$ cat src/rtl/gate_sweep_ctrl.sv
// Sweep sequencer for a 2-input bitwise gate: walks every {a,b} vector, samples the gate
// output after a fixed settle time and tallies mismatches against a reference function.
module gate_sweep_ctrl #(
    parameter int unsigned WIDTH  = 1,
    parameter int unsigned SETTLE = 2,
    parameter int unsigned ERR_W  = 8
) (
    input  logic             clk_i,
    input  logic             rst_i,
    input  logic             start_i,
    input  logic [2:0]       op_i,
    output logic [WIDTH-1:0] a_o,
    output logic [WIDTH-1:0] b_o,
    input  logic [WIDTH-1:0] c_i,
    output logic             busy_o,
    output logic             done_o,
    output logic             pass_o,
    output logic [ERR_W-1:0] err_count_o,
    output logic             fail_valid_o,
    output logic [WIDTH-1:0] first_fail_a_o,
    output logic [WIDTH-1:0] first_fail_b_o
);

    localparam int unsigned VecW = 2 * WIDTH;
    localparam int unsigned CntW = (SETTLE > 1) ? $clog2(SETTLE) : 1;
    localparam logic [CntW-1:0] SettleLoad = CntW'(SETTLE - 1);

    typedef enum logic [1:0] {StIdle, StRun, StDone} state_e;

    state_e            state_q, state_d;
    logic [2:0]        op_q, op_d;
    logic [VecW-1:0]   vec_q, vec_d;
    logic [CntW-1:0]   settle_q, settle_d;
    logic              busy_q, busy_d;
    logic              done_q, done_d;
    logic              pass_q, pass_d;
    logic [ERR_W-1:0]  err_q, err_d;
    logic              fail_valid_q, fail_valid_d;
    logic [WIDTH-1:0]  ff_a_q, ff_a_d;
    logic [WIDTH-1:0]  ff_b_q, ff_b_d;

    logic [WIDTH-1:0]  cur_a, cur_b, exp_c;
    logic              sample, last_vec, mismatch;

    assign cur_a    = vec_q[VecW-1:WIDTH];
    assign cur_b    = vec_q[WIDTH-1:0];
    assign sample   = (state_q == StRun) && (settle_q == '0);
    assign last_vec = &vec_q;

    always_comb begin
        unique case (op_q)
            3'd0:    exp_c = cur_a & cur_b;
            3'd1:    exp_c = cur_a | cur_b;
            3'd2:    exp_c = cur_a ^ cur_b;
            3'd3:    exp_c = ~(cur_a & cur_b);
            3'd4:    exp_c = ~(cur_a | cur_b);
            3'd5:    exp_c = ~(cur_a ^ cur_b);
            3'd6:    exp_c = ~cur_a;
            default: exp_c = cur_a;
        endcase
    end

    assign mismatch = (c_i != exp_c);

    always_ff @(posedge clk_i or posedge rst_i) begin
        if (rst_i) begin
            state_q <= StIdle;
        end else begin
            state_q <= state_d;
        end
    end

    always_comb begin
        state_d = state_q;
        unique case (state_q)
            StIdle:  if (start_i) state_d = StRun;
            StRun:   if (sample && last_vec) state_d = StDone;
            StDone:  state_d = StIdle;
            default: state_d = StIdle;
        endcase
    end

    always_comb begin
        op_d         = op_q;
        vec_d        = vec_q;
        settle_d     = settle_q;
        busy_d       = busy_q;
        done_d       = 1'b0;
        pass_d       = pass_q;
        err_d        = err_q;
        fail_valid_d = fail_valid_q;
        ff_a_d       = ff_a_q;
        ff_b_d       = ff_b_q;
        unique case (state_q)
            StIdle: begin
                if (start_i) begin
                    op_d         = op_i;
                    vec_d        = '0;
                    settle_d     = SettleLoad;
                    busy_d       = 1'b1;
                    err_d        = '0;
                    fail_valid_d = 1'b0;
                    pass_d       = 1'b0;
                end
            end
            StRun: begin
                if (settle_q != '0) begin
                    settle_d = settle_q - CntW'(1);
                end else begin
                    if (mismatch) begin
                        if (!(&err_q)) err_d = err_q + ERR_W'(1);
                        if (!fail_valid_q) begin
                            fail_valid_d = 1'b1;
                            ff_a_d       = cur_a;
                            ff_b_d       = cur_b;
                        end
                    end
                    if (last_vec) begin
                        // Park operands at zero so the gate idles on a known vector.
                        vec_d  = '0;
                        busy_d = 1'b0;
                        done_d = 1'b1;
                        pass_d = (err_d == '0);
                    end else begin
                        vec_d    = vec_q + VecW'(1);
                        settle_d = SettleLoad;
                    end
                end
            end
            default: ;
        endcase
    end

    always_ff @(posedge clk_i or posedge rst_i) begin
        if (rst_i) begin
            op_q         <= '0;
            vec_q        <= '0;
            settle_q     <= '0;
            busy_q       <= 1'b0;
            done_q       <= 1'b0;
            pass_q       <= 1'b0;
            err_q        <= '0;
            fail_valid_q <= 1'b0;
            ff_a_q       <= '0;
            ff_b_q       <= '0;
        end else begin
            op_q         <= op_d;
            vec_q        <= vec_d;
            settle_q     <= settle_d;
            busy_q       <= busy_d;
            done_q       <= done_d;
            pass_q       <= pass_d;
            err_q        <= err_d;
            fail_valid_q <= fail_valid_d;
            ff_a_q       <= ff_a_d;
            ff_b_q       <= ff_b_d;
        end
    end

    assign a_o            = cur_a;
    assign b_o            = cur_b;
    assign busy_o         = busy_q;
    assign done_o         = done_q;
    assign pass_o         = pass_q;
    assign err_count_o    = err_q;
    assign fail_valid_o   = fail_valid_q;
    assign first_fail_a_o = ff_a_q;
    assign first_fail_b_o = ff_b_q;

endmodule

$ cat config.mk
export PLATFORM = sky130hd
export DESIGN_NAME = gate_sweep_ctrl
export DESIGN_NICKNAME = d
export VERILOG_FILES = /design/src/rtl/gate_sweep_ctrl.sv
export SDC_FILE = /design/constraint.sdc
export NUM_CORES = 1
export LEC_CHECK = 0
export BUFFER_PORTS_ARGS = -buffer_cell sky130_fd_sc_hd__buf_4
export CORE_ASPECT_RATIO = 0.6
export CORE_MARGIN = 2
export CORE_UTILIZATION = 52
export CTS_CLUSTER_DIAMETER = 30
export DETAILED_ROUTE_END_ITERATION = 7
export GPL_TIMING_DRIVEN = 1
export PLACE_DENSITY = 0.74
export SETUP_SLACK_MARGIN = 0.3
export SLEW_MARGIN = 30
export SYNTH_ARGS = -nofsm -noshare
export SYNTH_HDL_FRONTEND = slang
export SYNTH_SLANG_ARGS = --single-unit
$ cat constraint.sdc
create_clock -name clk_i -period 4.2 [get_ports clk_i]
set_input_delay 1.05 -clock clk_i [delete_from_list [all_inputs] [get_ports clk_i]]
set_output_delay 1.05 -clock clk_i [all_outputs]
set_load 0.005 [all_outputs]
# == Word-level counts from Yosys, hierarchy flattened ==
# Cells that the tools add are included.
# totals
latch_bits,0
memories,0
word_cells,83
regBits,22
out_inout_bits,16
rom_bits,0
mem_bits_rw,0
# op_classes
order_cmp,0
reduce_logical,15
addsub,3
n_bitwise,9
multipliers,0
n_div,0
n_mux,32
n_shift,0
eq_ne,13
# op_table
cell,count
8-bit two-way mux,6
8-bit case mux with 2 select lines,1
1-bit two-way mux,13
4-bit AND reduction,3
2-bit two-way mux,5
3-bit equality test (second input constant),3
8-bit by 1-bit adder with 8-bit output (second input constant),1
8-bit logical NOT,1
2-bit inequality test (second input constant),4
1-bit case mux with 2 select lines,4
2-bit case mux with 2 select lines,2
2-bit AND reduction,4
8-bit AND reduction,1
1-bit case mux with 7 select lines,1
3-bit by 2-bit equality test with 1-bit output (second input constant),2
1-bit NOT,6
3-bit by 1-bit equality test with 1-bit output (second input constant),1
3-bit logical NOT,1
3-bit AND reduction,1
2-bit by 1-bit adder with 2-bit output (second input constant),1
2-bit by 1-bit equality test with 1-bit output (second input constant),1
1-bit logical AND,2
2-bit logical NOT,1
2-bit by 1-bit inequality test with 1-bit output (second input constant),1
other kinds (6),6

# == Depth between registers and ports, before layout ==
# depth
word_depth,11
ltp_mapped,8
mapped_depth_nobuf,8

# == Worst setup path before layout ==
# Ideal clock, no wire load.
# synth_path
kind,register to register
startpoint,register vec_q[1]
endpoint,register pass_q (netlist: pass_o)
stages_incl_launch_ff,9
t_required_ns,4.108
arrival_time_ns,2.221
period_less_slack_ns,2.313
setup_time_ns,0.092
slack_ns,1.887
cell_sequence,dfrtp_1 -> inv_1 -> ha_1 -> and2_2 -> o21ai_0 -> a31oi_2 -> o211ai_2 -> mux2_1 -> o31ai_2
# synth_via
elab_chain_len,11
elab_cells_between_ends,19
classes_between,eq/ne: 2; mux: 7; bitwise: 7; reduce/logical: 3
# synth_rtl
item,line,source
start: declaration,32,"logic [VecW-1:0] vec_q, vec_d;"
start signal: assignment,148,vec_q <= vec_d;
"1-bit bitwise XOR, or another cell as far along","54, 57",
"1-bit NOT, on equally long branches","57, 55, 56",
1-bit case mux with 7 select lines,51,unique case (op_q)
1-bit inequality test,63,assign mismatch = (c_i != exp_c);
8-bit two-way mux,110,if (mismatch) begin
8-bit two-way mux,107,if (settle_q != '0) begin
8-bit two-way mux,94,unique case (state_q)
8-bit logical NOT,123,pass_d = (err_d == '0);
1-bit two-way mux,118,if (last_vec) begin
1-bit two-way mux,107,
1-bit case mux with 2 select lines,94,
end signal: assignment,152,pass_q <= pass_d;
end: declaration,36,"logic pass_q, pass_d;"
# Several ways; a longest one is shown, not always the timed one. The select of a mux whose other input is x is not followed.
# A chain may end at the register's enable or synchronous reset.

# == Worst setup path in the final report ==
# Ends and elaborated chain as after synthesis.

==> reports/results.tsv <==
metric	value	unit
firstDrtPassIters	4	
synth_area	1500	um^2
clkPwrFrac	12.1	%
max-cap-violations	0	
r2r_setup_slack	1.59	ns
power.internal	0.000695	W
routedWlPerCell	17.6	um
fillCellCount	243	
async_flop_share	100	%
holdBufCountCts	0	
startpoint_type	register	
crit_type	reg -> reg	
clk_path_buf_depth	2	
final_cell_area	1720	um^2
hold_ws	0.502	ns
powerDensity	737	nW/um^2
synth_cells	154	
hold_path.class	reg -> reg	
endpoint_kind	register	
min_period	2.61	ns
grt_use_total	24.3	%
r2r-start	vec_q[1]	
seqPwrFrac	31.0	%
die_w	73.3	um
leakage	0.763	nW
drive_gt1_share	28.2	%
yosysWarnings	0	
period_share	62.1	%
grt_pass1_vias	1192	
cts_buffers	3	
gp_congestion	0.855	
ys_ff_latch	22	
fin_nets	185	
fp.dieH	45.6	um
path_clk_slew	0.08	ns
cp.required	4.38	ns
synth_top_area_share	36.8	%
slew_headroom	44.8	%
viasPerCell	6.38	
antenna_found_initial	0	
critPathLaunch	vec_q[1]	
power.net_switching	0.000574	W
clock_sinks	22	
initial_utilization	53.6	%
reg2reg_depth	8	
cts_resized	0	
setup_violations	0	
vias	1327	
synth_cell_types	57	
timing.fmax	0.384	GHz
cp-endpoint	pass_o	
synth_flop_cell	dfrtp_1	
synth_edf_count	0	
synth_area_leader_cell	dfrtp_1	
grt_overflow	0	
synth_nets	164	
report.final.slew_viol_count	0	
cts_tree	built	
hpwl	2.74	mm
post-route-util	61.5	%
dieArea	3340	um^2
core_area	2800	um^2
ant_nets	0	
ios	23	
drtIter0Drc	153	
post_cts_buffers	0	
wl	3.65	mm
clock_latency	0.27	ns
design_power_total	0.00127	W
status	finished clean	
cts_root_buffer	clkbuf_8	
hold_viol	0	
diodes	0	
synth-seq-area-share	36.8	%
irDropWorstVdd	0.000358	V
power_frac_comb	56.9	%
tightest_slew	0.824	ns
timing.clock.skew	0.00309	ns
port_buffers	22	
cp_max_fo	5	
syn2layout_area_growth	14.9	%
netSwitchingFraction	45.2	%
rsz0062_at_grt	false	
drc	0	
grt_max_degree	23	
setup_tns	0	ns
grt_pass1_wl	5.96	mm
cp.arrival	2.79	ns
r2r-end	pass_o	
h-tree-depth	1	
dpl-instance-area	1670	um^2
synthTopCellsByArea	dfrtp_1 (37%), mux2_2 (4.5%), o21ai_0 (3.3%), nor2_1 (3.0%), nand2_1 (2.8%)	
row_count	15	
synth.avg_cell_area	9.73	um^2
cells in the final DEF (no fill, tap or decap), drive strengths merged, types with 2 or more instances in the layout:
cell	Yosys	routed
nand4	5	5
nor2b	2	2
nor3	3	3
a31oi	5	5
o211ai	3	3
ha	3	3
clkbuf	1	4
or3	2	2
and2	4	4
or2	3	3
o21ai	10	10
o31ai	2	2
nand2	11	11
xnor2	3	3
dfrtp	22	22
nand3	6	6
nor2	13	13
nand2b	5	5
a22o	2	2
o22a	2	2
mux2i	2	2
mux2	8	8
inv	7	6
a21oi	5	5
buf	5	22
nor4	3	3
synth_stat cells, types with 2 or more instances:
cell type	n
dfrtp_1	22
nor2_1	12
nand2_1	11
o21ai_0	10
inv_1	7
mux2_2	6
nand3_1	6
a21oi_1	5
nand2b_1	5
nand4_1	5
a31oi_1	3
and2_1	3
ha_1	3
xnor2_1	3
a22o_1	2
buf_2	2
buf_4	2
mux2_1	2
mux2i_1	2
nor3_1	2
o211ai_1	2
o22a_1	2
or2_2	2
or3_1	2
routing by layer:
layer	share of wire (%)	vias to the layer above	wire length, um	GRT usage, %
met5	0	-	0	0
met4	0.63	0	23	4.81
met3	10	4	375	6.86
met2	43	72	1580	36.6
met1	46	637	1680	35.3
li1	-	614	-	-
logic make-up after synthesis:
logic type / after synthesis / synth area share, %
DFF: 22 / 36.8
buffers and inverters: 13 / 4.43
and+or+nand+nor: 63 / 25.4
AOI/OAI and AO/OA: 39 / 21.2
xor gates and xnor gates: 4 / 2.34
muxes: 10 / 7.35
adders and majority gates: 3 / 2.51
flip-flops by register name, indices dropped and copies added (netlist names), 2 cells and up:
| register | cells |
|---|---|
| state_q | 2 |
| vec_q | 2 |
| err_count_o | 8 |
| op_q | 3 |
stage by stage:
stage | setup slack (ns) | instances
after floorplan | 1.89 | 154
after global placement | 1.75 | 204
after detailed placement | 1.63 | 204
after CTS | 1.59 | 208
after global routing | 1.39 | 208
final | 1.59 | 208
layout make-up:
type                            count  area [um^2]  area share, %
Clock buffer                        4         55.1           3.20
Inverter                            7         26.3           1.53
Multi-Input combinational cell    119          881           51.2
Sequential cell                    22          551           32.0
Tap cell                           34         42.5           2.47
Timing Repair Buffer               22          165           9.60
worst min-delay path by stage:
| stage | startpoint | to | slack (ns) | depth (start not counted) |
|---|---|---|---|---|
| after floorplan | state_q[1] | state_q[0] | 0.47 | 1 |
| after global placement | first_fail_b_o | first_fail_b_o | 0.49 | 1 |
| after detailed placement | first_fail_b_o | first_fail_b_o | 0.49 | 1 |
| after CTS | first_fail_b_o | first_fail_b_o | 0.51 | 1 |
| after global routing | first_fail_b_o | first_fail_b_o | 0.52 | 1 |
| final | first_fail_b_o | first_fail_b_o | 0.50 | 1 |
worst max-delay path: stages (launching register included):
cell	delay [ns]
dfrtp_1	0.44
inv_1	0.09
ha_1	0.34
and2_2	0.22
o21ai_0	0.41
a31oi_2	0.23
o211ai_2	0.25
mux2_1	0.36
o31ai_2	0.17
power groups by stage:
| stage | Clock [W] | Sequential [W] | Combinational, W |
|---|---|---|---|
| 2_1_floorplan | 0 | 0.000356 | 0.000547 |
| 3_3_place_gp | 0 | 0.000387 | 0.000686 |
| 3_5_place_dp | 0 | 0.000393 | 0.000706 |
| 4_1_cts | 0.000160 | 0.000390 | 0.000711 |
| 5_1_grt | 0.000167 | 0.000408 | 0.000785 |
| 6_report | 0.000154 | 0.000393 | 0.000722 |
Note: power is estimated with default switching activity, not from simulation.
